File: config.mk
export PLATFORM = sky130hd
export DESIGN_NAME = mux4_arbiter
export DESIGN_NICKNAME = d
export VERILOG_FILES = /design/src/rtl/mux4_arbiter.sv
export SDC_FILE = /design/constraint.sdc
export NUM_CORES = 1
export LEC_CHECK = 0
export ABC_CLOCK_PERIOD_IN_PS = 1650
export BUFFER_PORTS_ARGS = -buffer_cell sky130_fd_sc_hd__buf_2
export CAP_MARGIN = 20
export CORE_MARGIN = 5
export CORE_UTILIZATION = 47
export CTS_BUF_LIST = sky130_fd_sc_hd__clkbuf_16
export DETAILED_ROUTE_END_ITERATION = 16
export GPL_TIMING_DRIVEN = 1
export HOLD_SLACK_MARGIN = 0.12
export PLACE_DENSITY = 0.73
export SLEW_MARGIN = 40
export SYNTH_ARGS = -nofsm -noshare
export SYNTH_HDL_FRONTEND = slang
export SYNTH_SLANG_ARGS = --single-unit
export TNS_END_PERCENT = 50
File: constraint.sdc
create_clock -name clk -period 1.65 [get_ports clk]
set_input_delay 0.2475 -clock clk [delete_from_list [all_inputs] [get_ports clk]]
set_output_delay 0.2475 -clock clk [all_outputs]
set_load 0.01 [all_outputs]
File: src/rtl/mux4_arbiter.sv
// Round-robin arbiter driving a shared 4:1 mux select with bounded owner tenure.
// Optional ARB_LOCK_EN adds a lock input that suspends forced rotation.
module mux4_arbiter #(
    parameter int MAX_HOLD = 4,
    parameter int CNT_W    = 4
) (
    input  logic             clk,
    input  logic             reset,
    input  logic [3:0]       req,
`ifdef ARB_LOCK_EN
    input  logic             lock,
`endif
    output logic [3:0]       grant,
    output logic [1:0]       sel,
    output logic             active,
    output logic [CNT_W-1:0] hold_cnt
);

    localparam logic [0:0] IDLE = 1'b0;
    localparam logic [0:0] BUSY = 1'b1;

    localparam logic [CNT_W-1:0] HOLD_LIM = CNT_W'(MAX_HOLD - 1);

    logic [0:0]       state_q, state_d;
    logic [3:0]       grant_q, grant_d;
    logic [1:0]       sel_q, sel_d;
    logic [1:0]       last_q, last_d;
    logic [CNT_W-1:0] hold_q, hold_d;
    logic             active_q;

    logic [1:0] c1, c2, c3, win_idx;
    logic [3:0] others;
    logic       own_req, at_limit, take, lock_w;

`ifdef ARB_LOCK_EN
    assign lock_w = lock;
`else
    assign lock_w = 1'b0;
`endif

    // Scan last+1, last+2, last+3, then last itself; owner is always tried last.
    always_comb begin
        c1 = last_q + 2'd1;
        c2 = last_q + 2'd2;
        c3 = last_q + 2'd3;
        if (req[c1])      win_idx = c1;
        else if (req[c2]) win_idx = c2;
        else if (req[c3]) win_idx = c3;
        else              win_idx = last_q;
    end

    assign others   = req & ~grant_q;
    assign own_req  = |(req & grant_q);
    assign at_limit = (hold_q == HOLD_LIM);

    always_comb begin
        state_d = state_q;
        grant_d = grant_q;
        sel_d   = sel_q;
        last_d  = last_q;
        hold_d  = hold_q;
        take    = 1'b0;
        unique case (state_q)
            IDLE: begin
                if (|req) take = 1'b1;
            end
            BUSY: begin
                if (!own_req) begin
                    if (|others) begin
                        take = 1'b1;
                    end else begin
                        state_d = IDLE;
                        grant_d = 4'b0000;
                        hold_d  = '0;
                    end
                end else if ((|others) && at_limit && !lock_w) begin
                    take = 1'b1;
                end else if (!at_limit) begin
                    hold_d = hold_q + 1'b1;
                end
            end
        endcase
        if (take) begin
            state_d = BUSY;
            grant_d = 4'b0001 << win_idx;
            sel_d   = win_idx;
            last_d  = win_idx;
            hold_d  = '0;
        end
    end

    always_ff @(posedge clk or posedge reset) begin
        if (reset) begin
            state_q  <= IDLE;
            grant_q  <= 4'b0000;
            sel_q    <= 2'b00;
            last_q   <= 2'd3;
            hold_q   <= '0;
            active_q <= 1'b0;
        end else begin
            state_q  <= state_d;
            grant_q  <= grant_d;
            sel_q    <= sel_d;
            last_q   <= last_d;
            hold_q   <= hold_d;
            active_q <= |grant_d;
        end
    end

    assign grant    = grant_q;
    assign sel      = sel_q;
    assign active   = active_q;
    assign hold_cnt = hold_q;

endmodule
==> results of run 1 <==
==> cell families after synthesis <==
family / synth area share, %
compound gates: 21.2
mux: 12.6
simple gates: 19.0
flops: 42.2
buf+inv: 3.59
fa+ha+maj: 1.49
==> worst max-delay path: stages, from the launching register on <==
cell and delay [ns]:
dfrtp_1 0.38, and2b_2 0.23, or4_4 0.43, a31o_4 0.31, mux2_4 0.31
==> cells in the final DEF (no fill, tap or decap), types with 2 or more instances in the layout <==
master,count
nor2_1,4
nand2_1,5
buf_2,16
nor4_1,2
clkbuf_16,3
a31oi_1,3
a21oi_1,3
dfrtp_1,10
a21o_1,3
dfrtp_2,2
dfstp_2,2
nor2b_4,2
mux2_4,5
buf_4,25
inv_1,4
nand3_1,2
a22o_1,2
mux2i_1,3
a32o_1,2
==> cell usage after synthesis, types with 2 or more instances <==
cell type	instances
a32o_1	2
nor4_1	2
mux2_4	5
nor2b_4	2
nor2_1	4
inv_1	4
a21oi_1	3
dfstp_2	2
nand2_1	5
mux2i_1	3
a22o_1	2
a31oi_1	3
dfrtp_1	12
a21o_1	3
nand3_1	2
==> stage by stage <==
| stage | std cells | setup slack (ns) | util (%) | hold slack [ns] | area [um^2] |
|---|---|---|---|---|---|
| 6_report | 148 | -0.122 | 72.4 | 0.514 | 1240 |
| 2_1_floorplan | 78 | -0.141 | - | 0.135 | 837 |
| 4_1_cts | 146 | -0.109 | 70.7 | 0.512 | 1210 |
| 3_5_place_dp | 141 | -0.218 | 65.0 | 0.303 | 1110 |
| 5_1_grt | 148 | -0.152 | 72.4 | 0.521 | 1240 |
| 3_3_place_gp | 141 | -0.165 | 65.0 | 0.296 | 1110 |
==> cell type report <==
| cell class | count | area, um^2 | share of cell area [%] |
|---|---|---|---|
| Multi-Input combinational cell | 58 | 474 | 38.4 |
| Sequential cell | 14 | 355 | 28.7 |
| Timing Repair Buffer | 42 | 278 | 22.5 |
| Clock buffer | 3 | 75.1 | 6.07 |
| Tap cell | 25 | 31.3 | 2.53 |
| Inverter | 5 | 18.8 | 1.52 |
| Clock inverter | 1 | 3.75 | 0.304 |
==> registers in the layout, indices dropped and copies added, names as in the netlist <==
signal / flops
grant: 4
hold_cnt: 4
last_q: 2
sel: 2
active: 1
state_q: 1
==> metal layers <==
layer  global-route usage, %  up-vias
met3                    2.85        3
li1                        -      387
met4                    5.11        0
met2                    26.6       24
met5                       0        -
met1                    22.6      379
==> report_power, final <==
group / internal (W) / total (W) / switching (W)
combinational: 0.000564 / 0.00102 / 0.000455
sequential: 0.000489 / 0.000606 / 0.000117
clock: 0.000320 / 0.000457 / 0.000137
total: 0.00137 / 0.00208 / 0.000710
==> worst paths after layout <==
kind	endpoint	slack, ns	start
setup / recovery	sel[1]	-0.12	grant[2]
hold / removal	sel[0]	0.51	sel[0]
setup reg to reg	sel[1]	-0.12	grant[2]
hold reg to reg	sel[0]	0.51	sel[0]
max in group asynchronous	grant[1]	0.71	reset
min in group asynchronous	hold_cnt[0]	0.57	reset
==> timing repair <==
| action | 4_1_cts | 5_1_grt |
|---|---|---|
| hold buffers | 1 | 0 |
| hold endpoints to repair | 12 | 0 |
| endpoints found under the setup margin | 7 | 8 |
| resized for setup | 2 | 5 |
| setup buffers | 0 | 2 |
| pin swaps | 0 | 1 |
==> results.cfg, run 1 <==
[worst_setup_path]
critPathCaptureType = flip-flop
crit_fanout = 7
required_ns = 1.77
path_class = reg2reg
r2r_cells = 4
cp.arrival_ns = 1.90
start_kind = flip-flop

[job]
maxCapViolCount = 0

[timing]
tightest_slew_ns = 0.510
finalWorstSetupSlack_ns = -0.122
fin_skew_ns = 0.00103
tns_ns = -0.610
setup_viol = 7
relSlewSlack_pct = 66.0
fmax_ghz = 0.564
rsz0062_at_grt = true
fin_crit_sh_pct = 107
hold_viol = 0
maxSlewViolCount = 0
min_period_ns = 1.77

[synthesis]
synth_edf_count = 0
synth_top_area_share_pct = 35.9
synthFlopType = dfrtp_1
synthCells = 78
avgSynthCellArea_um2 = 10.7
synth_area_um2 = 837
async_reset_ff_share_pct = 100
yosysUniqueCellTypes = 39
synth_seq_cells = 14
yosysWarnings = 0
syn_nets = 85
synth_top_area_cell = dfrtp_1
synth_seq_area_share_pct = 42.2
yosys-top-cells-area = dfrtp_1 (36%), mux2_4 (9.0%), dfstp_2 (6.3%)

[power_and_ir_drop]
p_total_w = 0.00208
ir_drop_mv = 1.25
p_leak_nw = 0.614
powerDensity_nw_per_um2 = 1680

[routing]
vias_per_cell = 5.36
wirelength_um = 2110
top_layer_used = met4
avgRoutedWirePerCell_um = 14.3
wl_met2_um = 1020
drt_drc_violations_left = 0
wl_met3_um = 116
num_vias = 793
drt_iter0_markers = 25
antenna_left = 0
drt-pass1-iter-count = 5
wl_met1_um = 955

[placement]
gp_congestion = 0.714
numPortBuffers = 16
detailed_place_hpwl_um = 1510

[cells_and_area]
nFillCells = 127
drive_gt1_share_pct = 50.4
nNetsFinal = 131
num_antenna_cells = 0
areaGrowthSynthToFinish_pct = 47.7

[clock_tree]
clock_path_buffers = 2
cts_buffers = 3
cts_sinks = 14
tritoncts = done
cts_root_buffer = clkbuf_16
clkLatencyLatePin_ns = 0.24
htree_levels = 1
clk_pin_slew_worst_paths_ns = 0.05

[global_routing]
grt-ovfl-total = 0
antenna_found_initial = 0
grt_pass1_wl_um = 3390
first_global_vias = 775
grt_max_degree = 15
track_usage_pct = 16.5

[floorplanning]
num_rows = 15
dieArea_um2 = 2720
die_h_um = 52.2
io_pins = 17
die_w_um = 52.2
start_util_pct = 49.0
coreArea_um2 = 1710

[outcome]
outcome = finished, violations left
violations = negative setup slack

[worst_hold_path]
hold-path-cell-count = 1
min_path_type = reg2reg
Note: power is estimated with default switching activity, not from simulation.
==> run 2: changes to the inputs <==
ABC_AREA = 1   (was unset)
CORE_UTILIZATION = 49   (was 47)
PLACE_DENSITY = 0.74   (was 0.73)
==> run 2 against run 1 <==
  * Sequential cell count is the same
  * The flow still finishes with violations (negative setup slack)
  * Clock power is essentially flat
  * Total power rose by 35%
  * Design area increased by 7.3%
  * Fmax is 3.9% higher
  * Clock skew increased by 0.0041 ns
  * Setup slack improved by 0.067 ns
  * Critical path depth up 8
  * Sequential power grew 4.5%
  * Routed wire length rose by 20%
  * First-iteration DRC count is 24% higher
  * Via count rose by 25%
==> results.cfg, run 2 <==
[worst_setup_path]
crit_chain = nand2_1 > nand3_2 > buf_4 > nand3_2 > nand2_1 > nand2_2 > nand2_4 > inv_2 > nand2_2 > nand2_2 > nor2_2 > nand2_1
cp_slowest_cell = dfstp_2
critical_path_depth = 12
regToRegSetupSlack_ns = -0.06
reg2reg_to = active
crit_fanout = 8
cp_top_family = simple AND/OR/NAND/NOR gates
r2r_cells = 12
start_kind = flip-flop
path_class = reg2reg
r2r_start = last_q[0]
cp.arrival_ns = 1.83
required_ns = 1.77
crit_buf_inv = 2
cpPeakStageDelay_ns = 0.66
critPathCaptureType = flip-flop

[synthesis]
synth_edf_count = 0
synth_top_family_by_area = simple AND/OR/NAND/NOR gates
synth.most_common_cell = nand2_1
synth_seq_area_share_pct = 35.3
synth_xor_area_share_pct = 0.876
synth_top_area_cell = dfrtp_1
synth_seq_cells = 14
synth_compound_area_share_pct = 8.51
synthFlopType = dfrtp_1
synth_top_area_share_pct = 30.0
synthCells = 141
yosysWarnings = 0
muxShareOfSynthArea_pct = 0
synthAdderAreaFrac_pct = 1.25
async_reset_ff_share_pct = 100
yosysUniqueCellTypes = 21
synth_area_um2 = 1000
yosys-top-cells-area = dfrtp_1 (30%), nand2_1 (17%), nand2_2 (12%)
syn_nets = 148
avgSynthCellArea_um2 = 7.09
synthSimpleGateAreaFrac_pct = 43.6
synth_common_cells = nand2_1 (46), nand2_2 (19), inv_1 (18)

[worst_hold_path]
min_path_type = in2reg
hold_end = state_q
hold_path.startpoint = req[0]
hold-path-cell-count = 3

[routing]
vias_per_cell = 5.10
drt_iter0_markers = 31
antenna_left = 0
avgRoutedWirePerCell_um = 13.0
drt-pass1-iter-count = 4
num_vias = 994
drt_drc_violations_left = 0
wirelength_um = 2540

[global_routing]
grt_max_degree = 15
track_usage_pct = 20.0
grt-ovfl-total = 0
grt_pass1_wl_um = 4210
antenna_found_initial = 0
first_global_vias = 934

[floorplanning]
coreArea_um2 = 1960
start_util_pct = 51.0
die_w_um = 55.2
num_rows = 16
dieArea_um2 = 3040
die_h_um = 55.2
io_pins = 17

[timing]
setup_viol = 3
fin_skew_ns = 0.00516
relSlewSlack_pct = 63.2
tightest_slew_ns = 0.552
fin_crit_sh_pct = 103
tns_ns = -0.0818
min_period_ns = 1.71
fmax_ghz = 0.586
maxSlewViolCount = 0
hold_viol = 0
finalWorstSetupSlack_ns = -0.0552
rsz0062_at_grt = true

[clock_tree]
clock_path_buffers = 2
htree_levels = 1
cts_root_buffer = clkbuf_16
cts_sinks = 14
clk_pin_slew_worst_paths_ns = 0.05
cts_buffers = 3
tritoncts = done
clkLatencyLatePin_ns = 0.24

[cells_and_area]
final_common_cell = nand2_1
num_antenna_cells = 0
multiInputGateArea_um2 = 624
areaGrowthSynthToFinish_pct = 32.7
seqCellArea_um2 = 353
final_cell_mix = nand2_1 (37), nand2_2 (21), inv_1 (18)
drive_gt1_share_pct = 44.0
nFillCells = 183
fin_util_pct = 67.6
nNetsFinal = 176

[power_and_ir_drop]
ir_drop_mv = 1.36
p_leak_nw = 0.727
powerDensity_nw_per_um2 = 2120

[placement]
gp_congestion = 0.737
numPortBuffers = 16
detailed_place_hpwl_um = 1710

[outcome]
outcome = finished, violations left
violations = negative setup slack

[job]
maxCapViolCount = 0
==> run 2: changes by cell type in the layout (fill, tap and decap cells not counted), sizes merged, moves of 5 or more <==
cell | before | now
nand2 | 5 | 68
inv | 5 | 23
buf | 41 | 23
mux2 | 5 | 0
o21ai | 2 | 8
nand3 | 2 | 13
==> run 2: what timing repair did <==
action,4_1_cts,5_1_grt
buffers inserted,3,3
endpoints found under the setup margin,1,8
endpoints found under the hold margin,12,0
gates resized for setup,8,14
pin swaps,14,7
hold buffers,1,0
==> run 2: per-stage QoR <==
stage / cells / hold slack, ns / power, W / worst slack, ns / area [um^2]
after global placement: 184 / 0.310 / 0.00195 / 0.0314 / 1110
final: 195 / 0.350 / 0.00281 / -0.0552 / 1330
after floorplan: 141 / 0.135 / 0.00170 / 0.129 / 1000
after global routing: 195 / 0.362 / 0.00304 / -0.180 / 1330
after detailed placement: 184 / 0.319 / 0.00199 / -0.0224 / 1110
after CTS: 192 / 0.312 / 0.00259 / -0.0228 / 1250
==> run 2: cell type report <==
type / count / share of cell area, %
well taps: 27 / 2.55
inverters: 23 / 7.08
flip-flops and latches: 14 / 26.6
clock buffers: 3 / 5.66
multi-input cells: 103 / 47.1
clock inverters: 1 / 0.283
repair buffers: 24 / 10.8
==> run 2: report_power, final <==
part,switching (W),total [W],internal (W)
Sequential,0.000143,0.000633,0.000490
Clock,0.000140,0.000460,0.000321
Combinational,0.00105,0.00172,0.000669
==> run 2: worst reg2reg max path, cell delays in order, from the launching register on <==
cell and delay, ns:
dfstp_2 0.66, nand2_1 0.10, nand3_2 0.10, buf_4 0.11, nand3_2 0.07, nand2_1 0.08
nand2_2 0.07, nand2_4 0.09, inv_2 0.04, nand2_2 0.06, nand2_2 0.05, nor2_2 0.10
nand2_1 0.06
==> run 2: cells by family (layout without fill, tap and decap cells) <==
family / after synthesis / in the layout
XOR/XNOR: 1 / 1
AND/OR/NAND/NOR: 89 / 89
buffers and inverters: 24 / 51
AO/OA/AOI/OAI: 12 / 12
flip-flops: 14 / 14
adder cells (fa/ha/maj): 1 / 1
==> run 2: worst max path at each step <==
| stage | startpoint | endpoint | slack [ns] |
|---|---|---|---|
| floorplan | last_q[0] | active | 0.13 |
| global placement | last_q[0] | active | 0.03 |
| detailed placement | last_q[0] | active | -0.02 |
| CTS | last_q[0] | active | -0.02 |
| global route | last_q[0] | active | -0.18 |
| finish | last_q[0] | active | -0.06 |
==> run 2: metal layers <==
layer	vias to the layer above	wire length [um]	track usage, %
met5	-	0	0
met4	0	40	10.9
met3	4	87	3.49
met2	33	1330	33.7
met1	466	1090	24.1
li1	491	-	-
==> run 3: changes to the inputs <==
CORE_ASPECT_RATIO = 1.4   (was unset)
MAX_ROUTING_LAYER = met4   (was unset)
==> run 3 against run 2 <==
  * Global-route usage fell by 2.1 points
  * Critical endpoint unchanged
  * Sequential share of layout area rose by 0.15 points
  * The run still ends with negative setup slack left
  * Critical path depth rose by 1
  * Worst hold slack got worse by 0.018 ns
==> results.cfg, run 3 (synthesized netlist as in run 2, its figures left out) <==
[routing]
avgRoutedWirePerCell_um = 12.9
drt_drc_violations_left = 0
drt-pass1-iter-count = 4
num_vias = 960
vias_per_cell = 5.13
wirelength_um = 2410
drt_iter0_markers = 18
antenna_left = 0

[power_and_ir_drop]
ir_drop_mv = 1.71
powerDensity_nw_per_um2 = 2090
swShare_pct = 47.5
p_sw_w = 0.00131
p_seq_share_pct = 21.9
p_leak_nw = 0.729
p_clk_share_pct = 16.6
internal_power_w = 0.00144
pwr-share-comb_pct = 61.5

[worst_hold_path]
min_path_type = in2reg
hold-path-cell-count = 3

[placement]
numPortBuffers = 16
detailed_place_hpwl_um = 1660
gp_congestion = 0.859
post-place-ws_ns = -0.0187
place_area_um2 = 1100

[timing]
setup_viol = 1
whs_ns = 0.332
rsz0062_at_grt = true
min_period_ns = 1.67
fmax_ghz = 0.597
maxSlewViolCount = 0
fin_skew_ns = 0.00440
relSlewSlack_pct = 65.0
hold_viol = 0
tightest_slew_ns = 0.524
fin_crit_sh_pct = 101
finalWorstSetupSlack_ns = -0.0244

[clock_tree]
htree_levels = 1
clock_path_buffers = 2
clk_pin_slew_worst_paths_ns = 0.05
cts_sinks = 14
cts_buffers = 3
tritoncts = done
clkLatencyLatePin_ns = 0.24
cts_root_buffer = clkbuf_16

[outcome]
outcome = finished, violations left
violations = negative setup slack

[worst_setup_path]
cp_top_family = simple AND/OR/NAND/NOR gates
r2r_cells = 13
crit_fanout = 8
start_kind = flip-flop
cpPeakStageDelay_ns = 0.65
path_class = reg2reg
cp.arrival_ns = 1.81
critPathCaptureType = flip-flop
crit_top_cell = nand2_2
critical_path_depth = 13
crit_chain = inv_8 > nand2_4 > nand2_4 > nand2_4 > nand2_2 > nand2_2 > nand2_2 > nand2_2 > nand2_4 > nand2_2 > nand2_2 > nor2_2 > nand2_1
cp_slowest_cell = dfstp_2
crit_buf_inv = 1
required_ns = 1.78

[floorplanning]
start_util_pct = 51.3
dieArea_um2 = 3060
num_rows = 19
coreArea_um2 = 1950
die_h_um = 63.4
io_pins = 17
die_w_um = 48.2

[global_routing]
track_usage_pct = 17.9
first_global_vias = 951
grt_max_degree = 15
antenna_found_initial = 0
grt_pass1_wl_um = 3940
grt-ovfl-total = 0

[cells_and_area]
finalInstanceArea_um2 = 1320
final_common_cell = nand2_1
areaGrowthSynthToFinish_pct = 31.9
nNetsFinal = 174
final_cell_mix = nand2_1 (37), nand2_2 (19), inv_1 (18)
drive_gt1_share_pct = 42.8
fin_util_pct = 67.7
num_antenna_cells = 0

[job]
maxCapViolCount = 0
==> run 3: cell count changes in the layout (fill, tap and decap cells not counted), sizes merged <==
cell  previous run  this run
buf             23        21
==> run 3: worst min-delay path: stages <==
cell and delay (ns):
buf_2 0.11, inv_1 0.08, nand3_1 0.10
==> run 3: power groups by stage <==
stage	combinational [W]	clock (W)	sequential, W
6_report	0.00169	0.000457	0.000604
5_1_grt	0.00190	0.000482	0.000621
4_1_cts	0.00143	0.000460	0.000616
3_5_place_dp	0.00136	0	0.000620
3_3_place_gp	0.00134	0	0.000612
2_1_floorplan	0.00108	0	0.000611
==> run 3: final timing paths <==
check | slack, ns | end | from
worst max-delay path | -0.02 | active | last_q[0]
worst min-delay path | 0.33 | state_q | req[2]
worst max register to register | -0.02 | active | last_q[0]
worst min register to register | 0.48 | sel[1] | sel[1]
max in group asynchronous | 0.71 | last_q[1] | reset
min in group asynchronous | 0.57 | hold_cnt[1] | reset
==> run 3: metal layers <==
metal	GRT usage, %	wire (um)	vias to the layer above
li1	-	-	485
met1	21.1	933	448
met2	28.9	1340	21
met3	2.56	78	6
met4	7.07	56	0
met5	-	0	-
==> run 3: what timing repair did <==
item                                    CTS  global route
hold buffers                              1             0
pin swaps                                 5            11
gates resized for setup                   4            20
hold endpoints to repair                 12             0
buffers inserted                          1             3
gates cloned                              0             0
endpoints found under the setup margin    1             6
==> run 3: cell type report <==
class	count	area (um^2)
multi-input cells	103	639
fillers	166	631
flip-flops and latches	14	353
repair buffers	22	128
inverters	23	93.8
clock buffers	3	75.1
well taps	21	26.3
clock inverters	1	3.75
==> run 3: through the flow <==
| step | TNS [ns] | total power [W] | cells |
|---|---|---|---|
| 6_report | -0.0244 | 0.00275 | 187 |
| 5_1_grt | -0.207 | 0.00300 | 187 |
| 4_1_cts | 0 | 0.00250 | 184 |
| 3_5_place_dp | -0.0187 | 0.00198 | 178 |
| 3_3_place_gp | 0 | 0.00195 | 178 |
| 2_1_floorplan | 0 | 0.00170 | 141 |
